===== config.mk =====
export PLATFORM = sky130hd
export DESIGN_NAME = cb_dequantizer
export DESIGN_NICKNAME = d
export VERILOG_FILES = /design/src/rtl/cb_dequantizer.sv
export SDC_FILE = /design/constraint.sdc
export NUM_CORES = 2
export LEC_CHECK = 0
export ABC_AREA = 0
export CORE_AREA = 4 4 555 557
export CTS_BUF_LIST = sky130_fd_sc_hd__clkbuf_2
export DETAILED_ROUTE_END_ITERATION = 8
export DIE_AREA = 0 0 559 561
export GPL_ROUTABILITY_DRIVEN = 0
export GPL_TIMING_DRIVEN = 0
export HOLD_SLACK_MARGIN = 0.02
export SLEW_MARGIN = 0
export SYNTH_ARGS = -nofsm -noshare
export SYNTH_HDL_FRONTEND = slang
export SYNTH_SLANG_ARGS = --single-unit

===== constraint.sdc =====
create_clock -name clk -period 12.2 [get_ports clk]
set_input_delay 1.22 -clock clk [delete_from_list [all_inputs] [get_ports clk]]
set_output_delay 1.22 -clock clk [all_outputs]
set_load 0.02 [all_outputs]

===== src/rtl/cb_dequantizer.sv =====
// Cb dequantizer: multiplies an 8x8 block of quantized chroma coefficients by the
// JPEG chroma quantization table, one row per cycle, saturating to DATA_W signed.
module cb_dequantizer #(
    parameter int DATA_W = 11,
    parameter int PROD_W = 18
) (
    input  logic                           clk,
    input  logic                           rst,
    input  logic                           enable,
    input  logic [0:7][0:7][DATA_W-1:0]    Q,
    output logic [0:7][0:7][DATA_W-1:0]    Z,
    output logic                           out_enable,
    output logic                           busy,
    output logic                           sat_flag
);

    typedef enum logic {
        S_IDLE,
        S_RUN
    } state_t;

    state_t                          r_state;
    logic [2:0]                      r_row;
    logic [0:7][0:7][DATA_W-1:0]     r_qbuf;
    logic                            r_sat_acc;

    logic [0:7][DATA_W-1:0]          w_row_q;
    logic [0:7][DATA_W-1:0]          w_row_z;
    logic [7:0][PROD_W-1:0]          w_prod;
    logic [7:0]                      w_row_clip;
    logic                            w_any_clip;

    // Only the upper-left corner of the chroma table differs from 99.
    function automatic logic [6:0] qt_entry(input logic [2:0] r, input logic [2:0] j);
        case ({r, j})
            6'o00: qt_entry = 7'd17;
            6'o01: qt_entry = 7'd18;
            6'o02: qt_entry = 7'd24;
            6'o03: qt_entry = 7'd47;
            6'o10: qt_entry = 7'd18;
            6'o11: qt_entry = 7'd21;
            6'o12: qt_entry = 7'd26;
            6'o13: qt_entry = 7'd66;
            6'o20: qt_entry = 7'd24;
            6'o21: qt_entry = 7'd26;
            6'o22: qt_entry = 7'd56;
            6'o30: qt_entry = 7'd47;
            6'o31: qt_entry = 7'd66;
            default: qt_entry = 7'd99;
        endcase
    endfunction

    always_comb begin
        w_row_q    = r_qbuf[r_row];
        w_row_z    = '0;
        w_prod     = '0;
        w_row_clip = '0;
        for (int unsigned j = 0; j < 8; j++) begin
            w_prod[j] = PROD_W'($signed(w_row_q[j])) *
                        PROD_W'($signed({1'b0, qt_entry(r_row, 3'(j))}));
            // Result fits DATA_W exactly when all bits above the DATA_W sign bit match it.
            w_row_clip[j] = (w_prod[j][PROD_W-1:DATA_W-1] != '0) &&
                            (w_prod[j][PROD_W-1:DATA_W-1] != '1);
            if (w_row_clip[j])
                w_row_z[j] = w_prod[j][PROD_W-1] ? {1'b1, {(DATA_W-1){1'b0}}}
                                                 : {1'b0, {(DATA_W-1){1'b1}}};
            else
                w_row_z[j] = w_prod[j][DATA_W-1:0];
        end
        w_any_clip = |w_row_clip;
    end

    always_ff @(posedge clk) begin
        if (rst) begin
            r_state    <= S_IDLE;
            r_row      <= '0;
            r_qbuf     <= '0;
            r_sat_acc  <= 1'b0;
            Z          <= '0;
            out_enable <= 1'b0;
            busy       <= 1'b0;
            sat_flag   <= 1'b0;
        end else begin
            out_enable <= 1'b0;
            case (r_state)
                S_IDLE: begin
                    if (enable) begin
                        r_qbuf    <= Q;
                        r_row     <= '0;
                        r_sat_acc <= 1'b0;
                        sat_flag  <= 1'b0;
                        busy      <= 1'b1;
                        r_state   <= S_RUN;
                    end
                end
                S_RUN: begin
                    Z[r_row]  <= w_row_z;
                    r_row     <= r_row + 3'd1;
                    r_sat_acc <= r_sat_acc | w_any_clip;
                    if (r_row == 3'd7) begin
                        out_enable <= 1'b1;
                        sat_flag   <= r_sat_acc | w_any_clip;
                        busy       <= 1'b0;
                        r_state    <= S_IDLE;
                    end
                end
                default: r_state <= S_IDLE;
            endcase
        end
    end

endmodule


# Yosys cells after proc, flatten, opt, wreduce, memory -nomap -nowiden
# Cells that the tools add are included.
[word_totals]
output_inout_bits = 707
input_bits = 707
regBits = 1416
word_cells = 223
[op_classes]
mux = 39
n_reduce_logical = 22
n_addsub = 1
n_eq_ne = 14
mul = 8
n_lt_le_gt_ge = 2
n_bitwise = 3
[ops]
columns = ["cell", "n"]
rows = [
  ["704-bit bitwise mux", 1],
  ["88-bit binary-select mux with 3-bit select", 1],
  ["88-bit demux with 3-bit select", 1],
  ["88-bit 2-to-1 mux", 3],
  ["11-bit 2-to-1 mux", 16],
  ["11-bit by 8-bit multiplier with 18-bit output", 4],
  ["11-bit by 8-bit multiplier with 18-bit output (second input constant)", 4],
  ["8-bit inequality test (second input constant)", 8],
  ["8-bit nonzero test", 8],
  ["7-bit case mux with 4 select lines", 2],
  ["7-bit case mux with 3 select lines", 1],
  ["7-bit case mux with 2 select lines", 1],
  ["1-bit logical AND", 9],
  ["1-bit case mux with 2 select lines", 4],
  ["8-bit OR reduction", 1],
  ["1-bit 2-to-1 mux", 7],
  ["3-bit by 2-bit equality test with 1-bit output (second input constant)", 2],
  ["3-bit case mux with 2 select lines", 1],
  ["4-bit greater-or-equal comparator (second input constant)", 1],
  ["4-bit by 1-bit < comparator with 1-bit output (second input constant)", 1],
  ["3-bit NOT with 4-bit output", 1],
  ["2-bit AND reduction", 2],
  ["3-bit by 1-bit adder with 3-bit output (second input constant)", 1],
  ["3-bit by 1-bit equality test with 1-bit output (second input constant)", 1],
  ["other kinds (8)", 8],
]

# Depth between registers and ports, before layout
[logic_depth]
ltp_word = 11
ltp_mapped = 33
mapped_depth_nobuf = 25

# Worst setup path before layout
# OpenSTA, ideal clock, no wires.
[synth_path]
path_type = "reg2reg"
startpoint = "register r_row[0]"
endpoint = "register Z[429] (netlist bit)"
period_less_slack_ns = 7.692
path_slack_ns = 4.508
setup_time_ns = 0.145
required_ns = 12.055
path_buffers = 7
stages_incl_launch_ff = 31
arrival_time_ns = 7.547
cell_sequence = "dfxtp_1 -> buf_2 -> buf_2 -> buf_2 -> buf_2 -> inv_1 -> ha_1 -> nand2_1 -> and3_1 -> clkbuf_1 -> clkbuf_1 -> nor2_1 -> fa_1 -> inv_1 -> fa_1 -> inv_1 -> fa_1 -> inv_1 -> fa_1 -> inv_1 -> ha_1 -> o211a_1 -> a211oi_1 -> or3_1 -> o211a_1 -> xnor2_1 -> or4_1 -> o21ai_1 -> buf_6 -> mux2i_4 -> a211oi_2"
[synth_between]
elab_chain_cells = 9
word_cells_on_any_way = 21
cone_classes = "1 x mul; 2 x order compare; 4 x eq/ne; 9 x mux; 1 x bitwise; 4 x reduce/logical"
[synth_rtl]
columns = ["item", "line", "source"]
rows = [
  ["from (decl)", "23", "logic [2:0] r_row;"],
  ["from (signal assigned)", "98", "r_row <= r_row + 3'd1;"],
  ["3-bit NOT with 4-bit output (implied by the code)", "54, 97", ""],
  ["88-bit binary-select mux with 3-bit select", "54", "w_row_q = r_qbuf[r_row];"],
  ["88-bit 2-to-1 mux (implied by the code) (2 in series)", "54", ""],
  ["11-bit by 8-bit multiplier with 18-bit output", "59", "w_prod[j] = PROD_W'($signed(w_row_q[j])) *"],
  ["8-bit inequality test / 8-bit nonzero test (equally long branches)", "63, 62", ""],
  ["1-bit logical AND", "62", "w_row_clip[j] = (w_prod[j][PROD_W-1:DATA_W-1] != '0) &&"],
  ["11-bit 2-to-1 mux", "64", "if (w_row_clip[j])"],
  ["704-bit bitwise mux (*)", "97", "Z[r_row] <= w_row_z;"],
  ["to (signal, indexed assignment)", "97", ""],
  ["to (decl)", "11", "output logic [0:7][0:7][DATA_W-1:0] Z,"],
]
# Every way passes the cells marked *; elsewhere a longest branch is shown, timed or not. The select of a mux whose other input is x is not followed.
# A chain may end at the register's enable or synchronous reset.

# Final worst setup path
[layout_path]
startpoint = "register r_row[0]"
endpoint = "register Z[77] (netlist bit)"
# Same word-level chain as after synthesis.

==> flow_summary.toml <==
[global_routing]
grt.met2_usage = 0.4447
grt_max_degree = 19
grt_pass1_vias = 70394
gr-usage-all-layers = 0.2568
grt_use_met1 = 0.2977
grt_use_met3 = 0.05451
grt-busiest-layer = "met2"
grt_pass1_wl_um = 563700
grt_overflow = 0
grt_antenna_before_repair = 126

[placement]
port_buffers = 1413
place.detailed.hpwl_um = 344800
post_dp_cell_area_mm2 = 0.09097

[critical_path]
crit_start = "r_row[0]"
r2r-start = "r_row[0]"
worst_r2r_endpoint = "Z[77]"
critPathKind = "flop to flop"
critical_path.max_fanout = 10
arrival_ps = 12950
timing.critical_path.to = "Z[77]"
worst_setup_path_end_kind = "flop"
required_ps = 13550
critical_path.slowest_cell = "mux2i_4"
rr_worst_depth = 30
r2r_setup_slack_ps = 610
worst_path_largest_cell_delay_ps = 810
cp_common_cell = "inv_1"
launching_element_type_of_the_critical_path = "flop"

[layout]
nNetsFinal = 12029
fin_util = 0.3360
flow.area_growth_from_synthesis_pct = 43.33
finish.instance_area_mm2 = 0.1017
drive_gt1_frac = 0.09979
nFillCells = 31777

[drt]
routed_wire_length_per_instance_um = 28.13
via_per_inst = 4.803
dr.pass1.iters = 6
finalWirelength_um = 422000
num_vias = 72055
initialDrtViolationCount = 6076
drc = 0
antenna_violating_nets_post_route = 0

[worst_hold_path]
min_path_type = "primary input to flop"
hold_start = "Q[484]"
worst_hold_path.num_cells = 3

[timing]
max_freq_mhz = 86.25
setup_violations = 0
fin_hold_ws_ps = 356.0
grt_setup_unrepaired = "false"
timing_worst_slew_pin_value_ps = 1558
final_hold_viol_count = 0
final.period_utilization = 0.9503
period_minus_slack_ps = 11590
fin_tns_setup_ps = 0
max-slew-margin-rel = -0.03836
final-max-slew-violation-count = 9
fin_skew_ps = 362.5

[logic_synthesis]
synth_ff_type = "dfxtp_1"
synth_area_leader_cell = "dfxtp_1"
syn-num-nets = 9481
yosys-top-cells-area = "dfxtp_1, nand2_1, fa_1"
synth_simple_gate_area_frac = 0.1681
post_synth.cell_area_avg_um2 = 8.693
yosys_register_bits = 1416
synth-seq-area-share = 0.3997
mappedNetlistArea_mm2 = 0.07092
fraction_of_synthesized_area_in_multiplexers = 0.06716
synthTopCellsByCount = "nand2_1, dfxtp_1, a21oi_1"
synth.yosys.warnings = 0
yosys.area_share.xor_xnor = 0.01371
netlist-cell-type-count = 94
synth-edff-count = 0
cell_with_the_most_instances_after_synthesis = "nand2_1"
main_combinational_cell_family_by_area_after_synthesis = "simple AND/OR/NAND/NOR gates"
synth-async-reset-ratio = 0
synth-adder-area-share = 0.1370
synthCells = 8159
yosys.area.top_type_share = 0.3997
synth_compound_area_frac = 0.1570

[pwr]
pwr-share-seq = 0.398
combinationalPowerShare = 0.317
switching_share = 0.3964
internal_power_mw = 7.470
power.share.clock = 0.285
peakVddDrop_v = 0.00007560
power.density_mw_per_mm2 = 121.7
switching_power_mw = 4.906
power_leakage_nw = 39.58

[clock_tree]
worst_setup_hold_path_clk_slew_ps = 90
cts-buffers-inserted = 382
cts_root_buf = "clkbuf_2"
depth_of_the_cts_h_tree = 5
clock_tree_from_tritoncts = "yes"
insertion_delay_ps = 1860
clockBufferDepth = 4
cts_sinks = 1416

[die]
die_w_um = 559
core_mm2 = 0.3025
dieHeight_um = 561
row_count = 202
pin_count = 1414
floorplan.initialDensity = 0.2344
die_area_mm2 = 0.3136

[flow_run]
number_of_maximum_capacitance_violations = 1

[status]
violations = "capacitance limit, slew limit"
result_of_the_run = "finished, violations left"
## cell families (layout without fill, tap and decap cells)
logic type	after synthesis	count (layout)
AOI/OAI and AO/OA	1772	1772
xor gates and xnor gates	108	108
adders and majority gates	615	615
buffers and inverters	1067	3871
DFF	1416	1416
muxes	241	241
other	0	62
and+or+nand+nor	2940	2940
## worst max-delay path, delay by kind of cell, from the launching register on
family,cells,cell delay [ps]
and+or+nand+nor,4,1190
buffers and inverters,12,4120
DFF,1,430
muxes,1,810
AOI/OAI and AO/OA,7,1690
adders and majority gates,6,2840
## power groups by stage
stage | Combinational (mW) | Clock [mW] | Sequential [mW]
6_report | 3.93 | 3.52 | 4.93
5_1_grt | 4.17 | 3.83 | 4.94
4_1_cts | 3.89 | 3.60 | 4.92
3_5_place_dp | 3.67 | 0 | 5.03
3_3_place_gp | 3.47 | 0 | 5.02
2_1_floorplan | 1.64 | 0 | 5.05
## layout by cell type (no fill, tap or decap), types with 21 or more instances in the layout
cell type and count:
clkinv_1 50, o21ai_0 109, or2_2 33, fa_1 269, a21o_1 28, o21a_1 23
diode_2 62, mux2i_1 47, xor2_1 38, nand3b_1 95, buf_1 35, dfxtp_1 1416
clkdlybuf4s50_1 1413, a21oi_2 33, buf_2 30, mux4_2 176, o21ai_1 37, nand3_1 30
nor3_1 26, ha_1 346, clkbuf_1 463, clkbuf_2 566, dlygate4sd3_1 703, nand2_1 1947
a21oi_1 957, a211oi_1 370, inv_1 507, clkinv_2 21, xnor2_1 67, nand2b_1 23
nor2_1 692, a211oi_2 90
## layout make-up
type | count | area (um2) | share of cell area
Antenna cell | 62 | 155.1 | 0.001526
Buffer | 559 | 2202 | 0.02166
Clock buffer | 540 | 2703 | 0.02658
Clock inverter | 100 | 604.3 | 0.005945
Inverter | 508 | 1907 | 0.01876
Multi-Input combinational cell | 5676 | 38720 | 0.3808
Sequential cell | 1416 | 28350 | 0.2788
Tap cell | 3978 | 4977 | 0.04896
Timing Repair Buffer | 2164 | 22050 | 0.2169
## how the worst min path moves through the flow
stage | endpoint | slack, ps
floorplan | r_qbuf[100] | 430
global placement | r_qbuf[426] | 440
detailed placement | r_qbuf[491] | 440
CTS | r_qbuf[123] | 20
global route | r_qbuf[397] | 110
finish | r_qbuf[484] | 360
## sequential cells by signal (all words and copies together), names as in the netlist
| name | flops |
|---|---|
| Z | 704 |
| r_qbuf | 704 |
| r_row | 3 |
| busy | 1 |
| out_enable | 1 |
| r_sat_acc | 1 |
| r_state | 1 |
| sat_flag | 1 |
## per-stage QoR
stage	power (mW)	instances	setup slack, ps
after floorplan	6.687	8159	4508
after global placement	8.491	13550	-2286
after detailed placement	8.695	13586	355.1
after CTS	12.42	14929	178.4
after global routing	12.94	14973	163.5
final	12.38	15003	605.9
## routing by layer
metal / up-vias / wire length (um) / share of wire
met5: - / 540 / 0.0013
met4: 82 / 24850 / 0.059
met3: 908 / 31270 / 0.074
met2: 3572 / 203200 / 0.48
met1: 34761 / 162100 / 0.38
li1: 32732 / - / -
## repair_timing
action,4_1_cts,5_1_grt
buffers inserted,0,12
hold endpoints to repair,706,0
endpoints found under the setup margin,0,14
hold buffers,703,0
gates resized for setup,0,4
(Power assumes the default switching activity.)
